### src/rtl/vram_access_arbiter.sv
// VRAM port arbiter: video fetch has priority, timed from the character-cell phase.
// The CPU is held off with cpu_wait until its single access completes.
module vram_access_arbiter #(
  parameter int ADDR_W   = 13,
  parameter int DATA_W   = 8,
  parameter int CPU_LAST = 12
) (
  input  logic              pixel_clock,
  input  logic              reset,
  input  logic              show_pixel,
  input  logic [3:0]        subchar_pixel,
  input  logic [ADDR_W-1:0] video_addr,
  output logic [DATA_W-1:0] video_data,
  output logic              video_valid,
  input  logic              cpu_req,
  input  logic              cpu_we,
  input  logic [ADDR_W-1:0] cpu_addr,
  input  logic [DATA_W-1:0] cpu_wdata,
  output logic [DATA_W-1:0] cpu_rdata,
  output logic              cpu_ack,
  output logic              cpu_wait,
  output logic [ADDR_W-1:0] ram_addr,
  output logic              ram_we,
  output logic [DATA_W-1:0] ram_wdata,
  input  logic [DATA_W-1:0] ram_rdata
);

  typedef enum logic [2:0] {
    IDLE, V_RD, V_LAT, C_RD, C_LAT, C_WR
  } state_t;

  localparam logic [3:0] CpuLast = 4'(CPU_LAST);

  state_t            state;
  logic              vid_pend;
  logic              done;
  logic [ADDR_W-1:0] vid_addr_q;

  logic trigger;
  logic cpu_window;
  logic decide;
  logic cpu_slot;
  logic go_vid;
  logic go_cpu;

  assign trigger    = show_pixel & (subchar_pixel == 4'd0);
  assign cpu_window = ~show_pixel | (subchar_pixel <= CpuLast);
  assign cpu_wait   = cpu_req & ~done;

  // Terminal states may chain straight into the next access;
  // a CPU access never chains into another CPU access.
  always_comb begin
    decide   = 1'b0;
    cpu_slot = 1'b0;
    unique case (1'b1)
      (state == IDLE), (state == V_LAT): begin
        decide   = 1'b1;
        cpu_slot = 1'b1;
      end
      (state == C_LAT), (state == C_WR): decide = 1'b1;
      default: ;
    endcase
    go_vid = decide & (vid_pend | trigger);
    go_cpu = cpu_slot & ~go_vid & cpu_req & ~done
           & ~vid_pend & ~trigger & cpu_window;
  end

  always_ff @(posedge pixel_clock) begin
    if (reset) begin
      state       <= IDLE;
      vid_pend    <= 1'b0;
      done        <= 1'b0;
      vid_addr_q  <= '0;
      video_data  <= '0;
      video_valid <= 1'b0;
      cpu_rdata   <= '0;
      cpu_ack     <= 1'b0;
      ram_addr    <= '0;
      ram_we      <= 1'b0;
      ram_wdata   <= '0;
    end else begin
      video_valid <= 1'b0;
      cpu_ack     <= 1'b0;
      ram_we      <= 1'b0;
      if (trigger) begin
        vid_pend   <= 1'b1;
        vid_addr_q <= video_addr;
      end
      if (!cpu_req) done <= 1'b0;
      unique case (state)
        V_RD:  state <= V_LAT;
        C_RD:  state <= C_LAT;
        V_LAT: begin
          video_valid <= 1'b1;
          video_data  <= ram_rdata;
        end
        C_LAT: begin
          cpu_ack   <= 1'b1;
          cpu_rdata <= ram_rdata;
          done      <= 1'b1;
        end
        C_WR: begin
          cpu_ack <= 1'b1;
          done    <= 1'b1;
        end
        default: ;
      endcase
      if (decide) begin
        if (go_vid) begin
          state    <= V_RD;
          vid_pend <= 1'b0;
          ram_addr <= trigger ? video_addr : vid_addr_q;
        end else if (go_cpu) begin
          state    <= cpu_we ? C_WR : C_RD;
          ram_addr <= cpu_addr;
          ram_we   <= cpu_we;
          if (cpu_we) ram_wdata <= cpu_wdata;
        end else begin
          state <= IDLE;
        end
      end
    end
  end

endmodule

### config.mk
export PLATFORM = sky130hd
export DESIGN_NAME = vram_access_arbiter
export DESIGN_NICKNAME = d
export VERILOG_FILES = /design/src/rtl/vram_access_arbiter.sv
export SDC_FILE = /design/constraint.sdc
export NUM_CORES = 1
export LEC_CHECK = 0
export CORE_MARGIN = 1
export CORE_UTILIZATION = 38
export DETAILED_ROUTE_END_ITERATION = 16
export GPL_TIMING_DRIVEN = 1
export PLACE_DENSITY = 0.75
export SETUP_SLACK_MARGIN = 0.1
export SYNTH_ARGS = -nofsm -noshare
export SYNTH_HDL_FRONTEND = slang
export SYNTH_SLANG_ARGS = --single-unit
### constraint.sdc
create_clock -name pixel_clock -period 1.78 [get_ports pixel_clock]
set_clock_uncertainty 0.05 [all_clocks]
set_input_delay 0.534 -clock pixel_clock [delete_from_list [all_inputs] [get_ports pixel_clock]]
set_output_delay 0.534 -clock pixel_clock [all_outputs]
set_load 0.02 [all_outputs]
; Word-level counts from Yosys, hierarchy flattened
; Cells that the tools add are included.
[word_totals]
ff_bits = 58
inputBits = 51
out_inout_bits = 41
elab_cells = 63
[op_classes]
order_cmp = 1
eq_ne = 6
mux = 17
bitwise = 18
n_reduce_logical = 10
[op_table]
columns = operator, count
row1 = $mux W13, 3
row2 = $mux W3, 4
row3 = $and A1 B1 Y1, 9
row4 = $mux W1, 9
row5 = $reduce_or A4 Y1, 2
row6 = $not A1 Y1, 7
row7 = $eq A3 B2 Y1 const B, 2
row8 = $eq A3 B3 Y1 const B, 2
row9 = $pmux W3 S2, 1
row10 = $le A4 B4 Y1 const B, 1
row11 = $logic_not A4 Y1, 1
row12 = $reduce_and A4 Y1, 1
row13 = $reduce_or A2 Y1, 2
row14 = $eq A3 B1 Y1 const B, 1
row15 = $logic_not A3 Y1, 1
row16 = $reduce_bool A3 Y1, 1
row17 = $ne A2 B2 Y1 const B, 1
row18 = $or A1 B1 Y1, 2
row19 = $reduce_and A2 Y1, 1
row20 = $reduce_bool A2 Y1, 1

; Depth between registers and ports, before layout
[depth]
ltp_word = 14
mapped_depth = 7
mapped_depth_nobuf = 5

; Worst setup path after synthesis
; OpenSTA, ideal clock, no wires.
[synth_timing]
path_kind = input-to-reg
start = input cpu_req
end = register ram_wdata[0]
setup_ns = 0.128
arrival_ns = 1.961
required_ns = 1.602
setup_slack_ns = -0.359
cell_stages = 6
n_path_buf = 1
cell_sequence = nor2b_1 -> nand3_2 -> or4_4 -> buf_6 -> mux2i_1 -> nor2_1
[synth_via]
elab_chain_len = 6
[synth_rtl]
columns = item, line
row1 = start: declaration, 15  ; input logic cpu_req,
row2 = $and A1 B1 Y1 (2 in series), 64  ; go_cpu = cpu_slot & ~go_vid & cpu_req & ~done
row3 = $and A1 B1 Y1 (3 in series), 65  ; & ~vid_pend & ~trigger & cpu_window;
row4 = $reduce_and A4 Y1 (no line), -
row5 = end signal: assignment, 117  ; if (cpu_we) ram_wdata <= cpu_wdata;
row6 = end: declaration, 24  ; output logic [DATA_W-1:0] ram_wdata,
; No other way between the ends.
; A chain may end at the register's enable or synchronous reset.

; Final worst setup path
[layout_timing]
start = input subchar_pixel[3]
end = register ram_wdata[5]
[layout_via]
elab_chain_len = 12
word_cells_on_any_way = 15
cone_classes = 1 x order compare / 12 x bitwise / 2 x reduce/logical
[layout_rtl]
columns = item, line
row1 = start: declaration, 11  ; input logic [3:0] subchar_pixel,
row2 = $logic_not A4 Y1, 46  ; assign trigger = show_pixel & (subchar_pixel == 4'd0);
row3 = $and A1 B1 Y1, 46
row4 = $or A1 B1 Y1, 63  ; go_vid = decide & (vid_pend | trigger);
row5 = $and A1 B1 Y1, 63
row6 = $not A1 Y1, 64
row7 = $and A1 B1 Y1 (3 in series), 64
row8 = $and A1 B1 Y1 (3 in series), 65
row9 = $reduce_and A4 Y1 (no line) (*), -
; Mark *: on every way between the ends. The rest lies on a longest branch, timed or not.

==> flow_summary.toml <==
[cts]
cts_tree = "built"
cts-root-buf = "clkbuf_8"
cts_max_path_buffers = 2
numCtsBuffers = 9
clock-sinks = 58
clk_pin_slew_ns = 0.07
clk_latency_ns = 0.33
cts_max_level = 3

[synthesis]
avgSynthCellArea_sq_um = 9.40
syn-cell-area_sq_um = 2260
ys_seq_area_share_pct = 51.4
ys_ff_latch = 58
synthDistinctLibCells = 29
yosys_warnings = 0
synthCells = 240
synth_fp_nets = 291

[cells_and_area]
diodes = 0
instances_no_fill = 431
nFillCells = 502
drive_above_1_share_pct = 17.8
nets = 405
stdcell_area_sq_um = 3610
area_growth_pct = 60.1

[worst_setup_path]
worst-path-max-fanout = 5
rr_endpoint = "ram_wdata[5]"
rr_startpoint = "done"
cp_common_cell = "nor2_1"
crit_family = "simple AND/OR/NAND/NOR gates"
cp.depth = 7
crit_arrival_ns = 1.90
cp.required_ns = 1.96
setup.worst_path.start_class = "input port"
r2r_cells = 7
worst-setup-path-type = "in -> reg"
end_kind = "flip-flop"
worstPathCellList = "clkdlybuf4s15_2, nor2_1, and2_4, or4_4, buf_12, mux2i_2, nor2_1"
r2r_setup_slack_ns = 0.10
critical_path_buf_inv_count = 2
crit_path_top_delay_cell = "or4_4"
slowest_delay_ns = 0.54

[detailed_routing]
ant_nets = 0
drc_errors = 0
wl_per_cell_microns = 13.1
drt-vias-per-instance = 4.83
wirelength_microns = 5660
firstDrtPassIters = 4
via_count = 2083
drtIter0Drc = 53

[pwr]
irDropWorstVdd_mv = 0.684
power_density_nw_per_um2 = 927
total_power_mw = 3.35
leakagePower_nw = 1.67

[placed_design]
port_buffers = 91
dp_hpwl_microns = 3950
placed_cells = 410
dpl_cell_area_sq_um = 3370
place.gp.congestion = 0.726

[sta]
tightest_slew_ns = 0.380
setup_viol = 0
rsz0062_at_grt = "yes"
min_period_ns = 1.72
drv_slew = 0
period_share_pct = 96.5
max_freq_mhz = 582
finalHoldViolCount = 0
slew_headroom_pct = 74.3

[worst_hold_path]
hold_path_class = "reg -> reg"
hold_depth = 2
hold_end = "video_data[6]"
hold_start = "video_data[6]"

[floorplanning]
die_area_sq_um = 6250
rows = 27
start_util_pct = 40.2
core_area_sq_um = 5610
ios = 92
dieWidth_microns = 79.1
die_h_microns = 79.1

[global_route]
grt_pass1_vias = 2084
track_usage_pct = 19.3
grt_util_met2_pct = 32.6
met1_usage_pct = 21.1
grt-ovfl-total = 0
grt_max_degree = 36
antenna_found_initial = 0
grt_pass1_wl_microns = 9210
grt-busiest-layer = "met2"
gr-usage-met3_pct = 9.31

[flow_run]
cap_violations = 0

[run_status]
status = "finished, final reports clean"
tightest hold or removal path: stages (launching register included):
cell,delay (ns)
dfxtp_1,0.30
nand2_1,0.05
a21oi_1,0.05
state kept, by name, summed over array words and instances, names as in the netlist:
name and count:
video_valid 1, vid_pend 1, ram_wdata 8, video_data 8, vid_addr_q 13, state 3
ram_addr 13, ram_we 1, cpu_ack 1, cpu_rdata 8, done 1
final cells by class:
class | instances | area, sq um | area share [%]
flip-flops and latches | 58 | 1160 | 32.2
multi-input cells | 169 | 1070 | 29.7
repair buffers | 115 | 1050 | 28.9
clock buffers | 12 | 165 | 4.57
well taps | 72 | 90.1 | 2.49
clock inverters | 4 | 72.6 | 2.01
inverters | 1 | 3.75 | 0.104
layer usage:
metal	up-vias	share of wire, %
met5	-	0
met4	0	0.99
met3	8	9.8
met2	70	47
met1	954	43
li1	1051	-
kinds of logic after synthesis:
family	Yosys count	share of synthesized area, %
AO/OA/AOI/OAI	45	12.3
buffers and inverters	13	2.72
flip-flops	58	51.4
multiplexers	35	15.8
AND/OR/NAND/NOR	89	17.8
worst max-delay path by stage:
stage | start | end | slack (ns)
final | subchar_pixel[3] | ram_wdata[5] | 0.06
after CTS | done | ram_wdata[5] | 0.06
after detailed placement | subchar_pixel[1] | ram_wdata[5] | -0.60
after global placement | cpu_req | cpu_wait | -0.55
after global routing | done | ram_wdata[1] | 0.03
after floorplan | show_pixel | ram_wdata[0] | -0.14
placed cells by master (no fill, tap or decap), drive strengths merged:
cell type	n
clkdlybuf4s50	43
a21oi	19
nand3	5
clkinvlp	1
nand2b	4
nor3	2
o211ai	1
dlygate4sd2	40
o311ai	1
clkbuf	13
inv	1
o21a	2
mux2i	30
nor3b	1
a211oi	6
o21bai	1
mux2	5
bufinv	2
o21ai	4
clkinv	1
buf	30
nor2b	7
nor2	33
and2	3
o22ai	5
o2111ai	1
clkdlybuf4s15	1
a21boi	5
dfxtp	58
and3b	1
nand2	32
or4	1
synth_stat cells:
| library cell | n | area share, % |
|---|---|---|
| inv_1 | 1 | 0.17 |
| and3b_1 | 1 | 0.39 |
| nor3_1 | 2 | 0.44 |
| nor3b_1 | 1 | 0.33 |
| o311ai_0 | 1 | 0.39 |
| mux2i_1 | 30 | 13 |
| buf_2 | 4 | 0.89 |
| nor2_2 | 1 | 0.28 |
| buf_6 | 1 | 0.50 |
| o21a_1 | 2 | 0.66 |
| or4_4 | 1 | 0.50 |
| o21bai_1 | 1 | 0.33 |
| and2_1 | 3 | 0.83 |
| mux2_2 | 5 | 2.5 |
| nand2b_1 | 4 | 1.1 |
| a21boi_0 | 5 | 1.7 |
| o2111ai_1 | 1 | 0.39 |
| a211oi_1 | 6 | 2.0 |
| nand3_2 | 1 | 0.44 |
| nor2_1 | 32 | 5.3 |
| dfxtp_1 | 58 | 51 |
| o211ai_1 | 1 | 0.33 |
| o22ai_1 | 5 | 1.4 |
| nand3_1 | 4 | 0.89 |
| nand2_1 | 32 | 5.3 |
| nor2b_1 | 7 | 1.9 |
| a21oi_1 | 19 | 4.2 |
| clkbuf_1 | 7 | 1.2 |
| o21ai_0 | 4 | 0.89 |
report_power, final:
part	internal [mW]	switching, mW	leakage [nW]	total [mW]
Combinational	0.278	0.259	1.08	0.537
Sequential	1.36	0.0315	0.472	1.40
Clock	0.900	0.519	0.119	1.42
Total	2.54	0.809	1.67	3.35
metrics by stage:
stage	worst slack [ns]	util (%)	setup TNS, ns	hold slack [ns]
final	0.0618	64.4	0	0.399
after global routing	0.0348	64.4	0	0.411
after CTS	0.0598	64.4	0	0.401
after detailed placement	-0.599	60.1	-15.54	0.396
after global placement	-0.545	60.1	-14.32	0.389
after floorplan	-0.136	-	-1.09	0.384
repair_timing:
item,CTS,global route
endpoints found under the setup margin,73,11
hold endpoints to repair,0,0
resized for setup,74,3
hold buffers,0,0
pin swaps,4,4
buffers inserted,5,0
Power figures use the tool's default switching activity.
